==> src/rtl/spi_pkg.sv <==
// Shared types and defaults for the SPI command sequencer.
package spi_pkg;

  // Sequencer FSM states
  typedef enum logic [2:0] {
    ST_IDLE = 3'd0,
    ST_LOAD = 3'd1,
    ST_XFER = 3'd2,
    ST_GAP  = 3'd3,
    ST_RESP = 3'd4
  } spi_state_t;

  // One queued host command
  typedef struct packed {
    logic       rd_wr;
    logic [6:0] addr;
    logic [7:0] wdata;
  } spi_cmd_t;

  // Default timing of one SPI transfer, in mclk cycles
  localparam int XFER_CYCLES_DEF = 18;
  localparam int GAP_CYCLES_DEF  = 4;

endpackage

==> src/rtl/spi_cmd_fifo.sv <==
// Small synchronous command FIFO. Pushes into a full FIFO and pops from an
// empty FIFO are ignored; the head entry is readable combinationally.
module spi_cmd_fifo #(
  parameter int DEPTH = 4,
  parameter int WIDTH = 16
) (
  input  logic             mclk,
  input  logic             reset,
  input  logic             push,
  input  logic [WIDTH-1:0] push_data,
  input  logic             pop,
  output logic [WIDTH-1:0] head,
  output logic             full,
  output logic             empty
);

  localparam int PTR_W = $clog2(DEPTH);

  logic [WIDTH-1:0] mem_q [DEPTH];
  logic [PTR_W-1:0] wr_ptr_q;
  logic [PTR_W-1:0] rd_ptr_q;
  logic [PTR_W:0]   count_q;
  logic             push_ok;
  logic             pop_ok;

  assign full    = (count_q == (PTR_W + 1)'(DEPTH));
  assign empty   = (count_q == '0);
  assign push_ok = push && !full;
  assign pop_ok  = pop && !empty;
  assign head    = mem_q[rd_ptr_q];

  // Storage write; contents need no reset because occupancy guards reads
  always_ff @(posedge mclk) begin
    if (push_ok) begin
      mem_q[wr_ptr_q] <= push_data;
    end
  end

  // Pointers wrap naturally because DEPTH is a power of two
  always_ff @(posedge mclk) begin
    if (!reset) begin
      wr_ptr_q <= '0;
      rd_ptr_q <= '0;
      count_q  <= '0;
    end else begin
      if (push_ok) wr_ptr_q <= wr_ptr_q + 1'b1;
      if (pop_ok)  rd_ptr_q <= rd_ptr_q + 1'b1;
      case ({push_ok, pop_ok})
        2'b10:   count_q <= count_q + 1'b1;
        2'b01:   count_q <= count_q - 1'b1;
        default: count_q <= count_q;
      endcase
    end
  end

endmodule

==> src/rtl/spi_cmd_sequencer.sv <==
// Queues host register commands and plays them one at a time into an SPI
// master: holds start high for a fixed transfer window, waits a gap for cs
// to rise, then returns read data through a valid/ready response port.
module spi_cmd_sequencer
  import spi_pkg::*;
#(
  parameter int FIFO_DEPTH  = 4,
  parameter int XFER_CYCLES = XFER_CYCLES_DEF,
  parameter int GAP_CYCLES  = GAP_CYCLES_DEF
) (
  input  logic       mclk,
  input  logic       reset,
  input  logic       cmd_valid,
  output logic       cmd_ready,
  input  logic       cmd_rd_wr,
  input  logic [6:0] cmd_addr,
  input  logic [7:0] cmd_wdata,
  output logic       rsp_valid,
  input  logic       rsp_ready,
  output logic [6:0] rsp_addr,
  output logic [7:0] rsp_rdata,
  output logic       start,
  output logic       master_rd_wr,
  output logic [6:0] master_address,
  output logic [7:0] master_out_data,
  input  logic [7:0] master_in_data,
  output logic       busy
);

  localparam int XW = $clog2(XFER_CYCLES + 1);
  localparam int GW = $clog2(GAP_CYCLES + 1);
  localparam logic [XW-1:0] XFER_LAST = XW'(XFER_CYCLES - 1);
  localparam logic [GW-1:0] GAP_LAST  = GW'(GAP_CYCLES - 1);

  spi_state_t       state_q, state_d;
  logic [XW-1:0]    xfer_cnt_q;
  logic [GW-1:0]    gap_cnt_q;
  logic             start_q;
  logic             rd_wr_q;
  logic [6:0]       addr_q;
  logic [7:0]       wdata_q;
  logic             rsp_valid_q;
  logic [6:0]       rsp_addr_q;
  logic [7:0]       rsp_rdata_q;

  spi_cmd_t         push_cmd;
  spi_cmd_t         head_cmd;
  logic             fifo_pop;
  logic             fifo_full;
  logic             fifo_empty;

  assign push_cmd = '{rd_wr: cmd_rd_wr, addr: cmd_addr, wdata: cmd_wdata};

  spi_cmd_fifo #(
    .DEPTH (FIFO_DEPTH),
    .WIDTH ($bits(spi_cmd_t))
  ) u_fifo (
    .mclk      (mclk),
    .reset     (reset),
    .push      (cmd_valid),
    .push_data (push_cmd),
    .pop       (fifo_pop),
    .head      (head_cmd),
    .full      (fifo_full),
    .empty     (fifo_empty)
  );

  // Next-state logic; the FIFO head is consumed in the single LOAD cycle
  always_comb begin
    state_d  = state_q;
    fifo_pop = 1'b0;
    case (state_q)
      ST_IDLE: if (!fifo_empty) state_d = ST_LOAD;
      ST_LOAD: begin
        fifo_pop = 1'b1;
        state_d  = ST_XFER;
      end
      ST_XFER: if (xfer_cnt_q == XFER_LAST) state_d = ST_GAP;
      ST_GAP:  if (gap_cnt_q == GAP_LAST) state_d = rd_wr_q ? ST_RESP : ST_IDLE;
      ST_RESP: if (rsp_ready) state_d = ST_IDLE;
      default: state_d = ST_IDLE;
    endcase
  end

  // State, counters, registered start, master command and response registers
  always_ff @(posedge mclk) begin
    if (!reset) begin
      state_q     <= ST_IDLE;
      xfer_cnt_q  <= '0;
      gap_cnt_q   <= '0;
      start_q     <= 1'b0;
      rd_wr_q     <= 1'b0;
      addr_q      <= '0;
      wdata_q     <= '0;
      rsp_valid_q <= 1'b0;
      rsp_addr_q  <= '0;
      rsp_rdata_q <= '0;
    end else begin
      state_q    <= state_d;
      // start is high exactly while the registered state is XFER
      start_q    <= (state_d == ST_XFER);
      xfer_cnt_q <= (state_q == ST_XFER) ? xfer_cnt_q + 1'b1 : '0;
      gap_cnt_q  <= (state_q == ST_GAP)  ? gap_cnt_q + 1'b1  : '0;
      if (state_q == ST_LOAD) begin
        rd_wr_q <= head_cmd.rd_wr;
        addr_q  <= head_cmd.addr;
        wdata_q <= head_cmd.wdata;
      end
      if (state_q == ST_GAP && state_d == ST_RESP) begin
        rsp_valid_q <= 1'b1;
        rsp_addr_q  <= addr_q;
        rsp_rdata_q <= master_in_data;
      end else if (state_q == ST_RESP && rsp_ready) begin
        rsp_valid_q <= 1'b0;
      end
    end
  end

  assign cmd_ready       = !fifo_full;
  assign start           = start_q;
  assign master_rd_wr    = rd_wr_q;
  assign master_address  = addr_q;
  assign master_out_data = wdata_q;
  assign rsp_valid       = rsp_valid_q;
  assign rsp_addr        = rsp_addr_q;
  assign rsp_rdata       = rsp_rdata_q;
  assign busy            = (state_q != ST_IDLE) || !fifo_empty;

endmodule

==> config.mk <==
export PLATFORM = sky130hd
export DESIGN_NAME = spi_cmd_sequencer
export DESIGN_NICKNAME = d
export VERILOG_FILES = /design/src/rtl/spi_pkg.sv /design/src/rtl/spi_cmd_fifo.sv /design/src/rtl/spi_cmd_sequencer.sv
export SDC_FILE = /design/constraint.sdc
export NUM_CORES = 1
export LEC_CHECK = 0
export ABC_AREA = 1
export CORE_ASPECT_RATIO = 0.6
export CORE_MARGIN = 2
export CORE_UTILIZATION = 54
export DETAILED_ROUTE_END_ITERATION = 10
export PLACE_DENSITY = 0.85
export SYNTH_ARGS = -nofsm -noshare
export SYNTH_HDL_FRONTEND = slang
export SYNTH_SLANG_ARGS = --single-unit
==> constraint.sdc <==
create_clock -name mclk -period 2.1 [get_ports mclk]
set_input_delay 0.63 -clock mclk [delete_from_list [all_inputs] [get_ports mclk]]
set_output_delay 0.63 -clock mclk [all_outputs]
set_load 0.005 [all_outputs]
==> metrics, run 1 <==
status=completed; yosys warns=0; Rows=26; Clock Skews=7.844 ps; Distinct cells, synth=27; WS Path Type=reg -> out; endpoint class of the critical path=output port; critical path cell sequence=inv_2 > nand3_2 > clkdlybuf4s50_1; die area=9482 µm²; Core Box Area=8491 µm²; fin util=71.81%; WHS=423.1 ps; Leak=2.578 nW; CP arrival=1410 ps; Hold-fix buffers, CTS=0; PwrDens=1220 nW/µm²; share of layout cells above drive strength 1=10.05%; Synth-to-Final Area Change=29.84%; Req. time, crit path=1470 ps; number of synthesized flops with an enable pin=64; fin nets=623; Via density=5.063; count leader, synth=nand2_1; global-route wire length before repair=16.67 mm; Max H-tree Level=4; Crit-path slowest cell=clkdlybuf4s50_1; CP startpoint kind=flop; Hold/Removal Path Class=reg -> reg; main flop type after synthesis=edfxtp_1; grt total ovfl=0; Yosys top cell area share=40.93%; Yosys top cell by area=edfxtp_1; Synth Area per Inst=9.225 µm²; Final setup violation count=0; # port buffers=62; Fin. Hold Viols=0; DRC violations left=0; Ports=63; Place WS=-103.9 ps; Peak VDD IR=918.5 µV; First DRT Iteration DRCs=220; syn_nets=547; Relative slew margins=49.66%; Synth Instances=509; RSZ-0062 raised after global routing=false; Clk Latency, worst-skew pair=410 ps; n_diodes=0; Post-Route WL=10.31 mm; sequential-to-total area share from yosys stat=62.67%; max incr delay on CP=500 ps; GRT Util Overall=22.85%; maximum clock path buffer count=2; Worst-path clk slew=50 ps; worst r2r path cells=14; final worst setup slack=58.58 ps; Synth area leaders=edfxtp_1 (41%), dfxtp_1 (22%), nand2_1 (14%); 1st-pass router iterations=4; Mapped Area=4696 µm²; Fmax=489.9 MHz; largest net degree at the start of global routing=36; initial antenna violation count=0; max cap viols=0; die width=124.4 µm; Slew @ Worst Pin=754.3 ps; Hold Crit Depth=1; CTS tree=built; DPL Wire Length=6.444 mm; CTS Sinks=115; Initial Util=55.31%; Commonest cells post-synth=nand2_1 (174), nor2_1 (79), edfxtp_1 (64); vias in the first global route=3419; via count=3590; fin crit period=2041 ps; WL per Instance=14.54 µm; routability cong.=0.7830; Worst Path Max Fanout=4; Num CTS Buffers=17; Die Span Y=76.23 µm; Slew Limit Fails=0; fraction of registers with async set/reset=0%; Post-DRT Antenna Nets=0; Overall Power=7.435 mW; final worst path period share=97.21%; Root Driver=clkbuf_16; FF+latch count, synth=115
kinds of logic after synthesis:
kind of cell               after synthesis  synth area share, %
and+or+nand+nor                        294                25.34
DFF                                    115                62.67
buffers and inverters                   64                6.395
AOI/OAI and AO/OA                       26                2.771
adders and majority gates               10                2.824
power by group:
group	total [mW]	internal [mW]	switching, mW
clock	2.85	1.89	0.959
sequential	2.86	2.67	0.195
combinational	1.72	0.732	0.988
total	7.44	5.29	2.14
state kept, by name, summed over array words and instances (netlist names):
register,cells
xfer_cnt_q,5
u_fifo.wr_ptr_q,2
u_fifo.mem_q,64
state_q,3
gap_cnt_q,3
u_fifo.rd_ptr_q,2
rsp_valid,1
master_out_data,8
master_rd_wr,1
start,1
rsp_addr,7
rsp_rdata,8
u_fifo.count_q,3
master_address,7
critical path, delay by kind of cell (launching register included):
family	cells	cell delay (ps)
simple gates	1	90
flops	1	350
buf+inv	2	570
metrics by stage:
step           setup TNS, ps  cell area [µm²]  std cells
2_1_floorplan              0             4696        509
3_3_place_gp          -58.97             5478        677
3_5_place_dp          -103.9             5478        677
4_1_cts                    0             6091        709
5_1_grt                    0             6097        709
6_report                   0             6097        709
layout by cell type (no fill, tap or decap), drive strengths merged:
master / netlist / layout
o21ai: 17 / 17
bufinv: 0 / 2
edfxtp: 64 / 64
nand2: 177 / 177
buf: 13 / 14
nand3: 28 / 28
a21oi: 9 / 9
nor2: 83 / 83
dlygate4sd2: 0 / 1
clkinv: 1 / 7
dfxtp: 51 / 51
nand3b: 1 / 1
inv: 44 / 45
nand4: 2 / 2
ha: 9 / 9
clkbuf: 6 / 22
or2: 1 / 1
nor3: 2 / 2
fa: 1 / 1
clkdlybuf4s50: 0 / 61
final cells by class:
| cell class | instances | area, µm² |
|---|---|---|
| inverters | 45 | 173.9 |
| multi-input cells | 330 | 1469 |
| clock buffers | 22 | 495.5 |
| well taps | 112 | 140.1 |
| repair buffers | 76 | 774.5 |
| fillers | 584 | 2394 |
| flip-flops and latches | 115 | 2944 |
| clock inverters | 9 | 100.1 |
what timing repair did:
item                       CTS  global route
pin swaps                    2             0
gates resized for setup      5             3
setup endpoints to repair    2             3
buffers inserted             1             0
routing by layer:
metal,vias to the layer above,wire (µm),GRT usage (%)
met5,-,0,0
met4,0,125,8.539
met3,12,574,8.076
met2,121,4948,36.45
met1,1690,4660,29.02
li1,1767,-,-
worst paths after layout:
kind	start	endpoint	slack [ps]
max	u_fifo.count_q[1]$_SDFFE_PN0P_	cmd_ready	60
min	gap_cnt_q[0]$_SDFF_PN0_	gap_cnt_q[0]$_SDFF_PN0_	420
max reg2reg	state_q[1]$_SDFF_PN0_	u_fifo.count_q[2]$_SDFFE_PN0P_	140
min reg2reg	gap_cnt_q[0]$_SDFF_PN0_	gap_cnt_q[0]$_SDFF_PN0_	420
(Power assumes the default switching activity.)
==> run 2: changes to the inputs <==
--- a/config.mk
+++ b/config.mk
@@ -9,6 +9,7 @@
 export CORE_ASPECT_RATIO = 0.6
 export CORE_MARGIN = 2
 export CORE_UTILIZATION = 54
+export CTS_CLUSTER_SIZE = 30
 export DETAILED_ROUTE_END_ITERATION = 10
 export PLACE_DENSITY = 0.85
 export SYNTH_ARGS = -nofsm -noshare
==> results of run 2 <==
Final layout, timing and power as in run 1 (identical DEF).
==> run 3: changes to the inputs <==
--- a/config.mk
+++ b/config.mk
@@ -12,6 +12,7 @@
 export CTS_CLUSTER_SIZE = 30
 export DETAILED_ROUTE_END_ITERATION = 10
 export PLACE_DENSITY = 0.85
+export REMOVE_ABC_BUFFERS = 1
 export SYNTH_ARGS = -nofsm -noshare
 export SYNTH_HDL_FRONTEND = slang
 export SYNTH_SLANG_ARGS = --single-unit
==> metrics, run 3 (synthesized netlist as in run 1, its figures left out) <==
Hold Crit Depth=2 (was 1); 1st-pass router iterations=5 (was 4); WS Path Type=reg -> out (unchanged); Synth-to-Final Area Change=29.18% (was 29.84%); r2r setup slk=140 ps (about the same); Switching Fraction=29.17% (was 28.82%); Largest register FFs=64 (unchanged); vias in the first global route=3655 (was 3419); Worst-path clk slew=50 ps (about the same); CP arrival=1390 ps (was 1410 ps); max incr delay on CP=340 ps (was 500 ps); DRC violations left=0 (unchanged); NetSw=2.124 mW (was 2.143 mW); Hold EP=rsp_valid$_SDFFE_PN0P_ (was gap_cnt_q[0]$_SDFF_PN0_); Max H-tree Level=4 (unchanged); Num CTS Buffers=17 (unchanged); Hold/Removal Path Class=reg -> reg (unchanged); die width=124.4 µm (unchanged); Post-DRT Antenna Nets=0 (unchanged); largest net degree at the start of global routing=36 (unchanged); DPL Wire Length=6.365 mm (was 6.444 mm); fin nets=624 (was 623); First DRT Iteration DRCs=308 (was 220); final worst path period share=96.03% (was 97.21%); Peak VDD IR=694.3 µV (was 918.5 µV); Hold Path Origin=rsp_valid$_SDFFE_PN0P_ (was gap_cnt_q[0]$_SDFF_PN0_); Rows=26 (unchanged); WHS=475.0 ps (was 423.1 ps); Ports=63 (unchanged); Slew Limit Fails=0 (unchanged); n_diodes=0 (unchanged); Req. time, crit path=1470 ps (about the same); Worst R2R Start=state_q[1]$_SDFF_PN0_ (unchanged); CTS Sinks=115 (unchanged); status=completed (unchanged); Clk Latency, worst-skew pair=410 ps (about the same); PwrDens=1200 nW/µm² (was 1220 nW/µm²); critical path cell sequence=nor3_2 > nand4_1 > dlygate4sd2_1 (was inv_2 > nand3_2 > clkdlybuf4s50_1); Cell Area, Placed=5478 µm² (unchanged); worst r2r path cells=14 (unchanged); fin util=71.44% (was 71.81%); die area=9482 µm² (unchanged); combinational power share=24.2% (was 23.1%); RSZ-0062 raised after global routing=false (unchanged); Final Instance Area=6066 µm² (was 6097 µm²); Initial Util=55.31% (unchanged); commonest non-fill, non-tap cell in the layout=nand2_1 (unchanged); Post-Route WL=10.48 mm (was 10.31 mm); Core Box Area=8491 µm² (unchanged); GRT Util Overall=23.86% (was 22.85%); CTS tree=built (unchanged); Crit-path slowest cell=dfxtp_2 (was clkdlybuf4s50_1); grt total ovfl=0 (unchanged); most frequent cells in the layout=nand2_1 (174), nor2_1 (79), edfxtp_1 (64) (unchanged); fill count=575 (was 584); Die Span Y=76.23 µm (unchanged); share of layout cells above drive strength 1=10.18% (was 10.05%); final worst setup slack=83.38 ps (was 58.58 ps); maximum clock path buffer count=2 (unchanged); fin crit period=2017 ps (was 2041 ps); Final setup violation count=0 (unchanged); Top reg by flops=u_fifo.mem_q (unchanged); Relative slew margins=42.54% (was 49.66%); TNS Setup=0 ps (unchanged); internal power=5.156 mW (was 5.293 mW); clock power share=36.4% (was 38.4%); initial antenna violation count=0 (unchanged); Slew @ Worst Pin=860.9 ps (was 754.3 ps); R2R Path End=u_fifo.count_q[2]$_SDFFE_PN0P_ (unchanged); endpoint class of the critical path=output port (unchanged); Root Driver=clkbuf_16 (unchanged); global-route wire length before repair=17.56 mm (was 16.67 mm); Place WS=-129.4 ps (was -103.9 ps); WL per Instance=14.74 µm (was 14.54 µm); Clock Skews=7.525 ps (was 7.844 ps); # port buffers=62 (unchanged); max cap viols=0 (unchanged); CP startpoint kind=flop (unchanged); via count=3634 (was 3590); Via density=5.111 (was 5.063); Leak=2.560 nW (was 2.578 nW); share of power burned in registers=39.3% (was 38.5%); routability cong.=0.7579 (was 0.7830); Fin. Hold Viols=0 (unchanged); Worst Path Max Fanout=3 (was 4); Fmax=495.9 MHz (was 489.9 MHz)
-- run 3: cell count changes in the layout (fill, tap and decap cells not counted), sizes merged --
cell / delta
buf: +1
bufinv: -2
dlymetal6s2s: +1
clkdlybuf4s50: -1
clkinv: -2
inv: -1
clkbuf: +6
-- run 3: critical path, delay by kind of cell (launching register included) --
kind	cells	cell delay (ps)
flip-flops	1	340
buffers and inverters	1	290
AND/OR/NAND/NOR	2	350
-- run 3: what timing repair did --
action / in CTS / in global routing
resized for setup: 5 / 5
setup buffers: 1 / 1
setup endpoints to repair: 2 / 3
pin swaps: 1 / 1
hold buffers: 0 / 0
-- run 3: cell type report --
cell class | instances | area [µm²] | area share (%)
Clock buffer | 28 | 536.8 | 8.849
Clock inverter | 4 | 20.02 | 0.3300
Tap cell | 112 | 140.1 | 2.310
Sequential cell | 115 | 2948 | 48.60
Timing Repair Buffer | 77 | 784.5 | 12.93
Inverter | 45 | 173.9 | 2.867
Multi-Input combinational cell | 330 | 1463 | 24.11
-- run 3: worst max path at each step --
stage               slack (ps)                              to                            from
floorplan                  -40  u_fifo.count_q[2]$_SDFFE_PN0P_           state_q[0]$_SDFF_PN0_
global placement           -60  u_fifo.count_q[2]$_SDFFE_PN0P_                       cmd_valid
detailed placement        -130  u_fifo.count_q[2]$_SDFFE_PN0P_                       cmd_valid
CTS                          1                       cmd_ready  u_fifo.count_q[1]$_SDFFE_PN0P_
global route                20                            busy           state_q[2]$_SDFF_PN0_
finish                      80                            busy           state_q[2]$_SDFF_PN0_
-- run 3: routing by layer --
layer | track usage, % | up-vias | share of wire (%)
met5 | 0 | - | 0
met4 | 7.753 | 0 | 1.3
met3 | 8.497 | 17 | 7.2
met2 | 38.25 | 140 | 48
met1 | 30.54 | 1699 | 44
li1 | - | 1778 | -
-- run 3: power groups by stage --
stage	Sequential, mW	Clock [mW]	Combinational [mW]
6_report	2.86	2.65	1.76
5_1_grt	2.89	2.80	1.98
4_1_cts	2.85	2.67	1.74
3_5_place_dp	2.88	0	1.68
3_3_place_gp	2.86	0	1.62
2_1_floorplan	2.89	0	0.897
-- run 3: metrics by stage --
stage / cells / power, mW
after global placement: 677 / 4.485
after detailed placement: 677 / 4.561
after floorplan: 490 / 3.791
after global routing: 711 / 7.673
final: 711 / 7.280
after CTS: 710 / 7.265
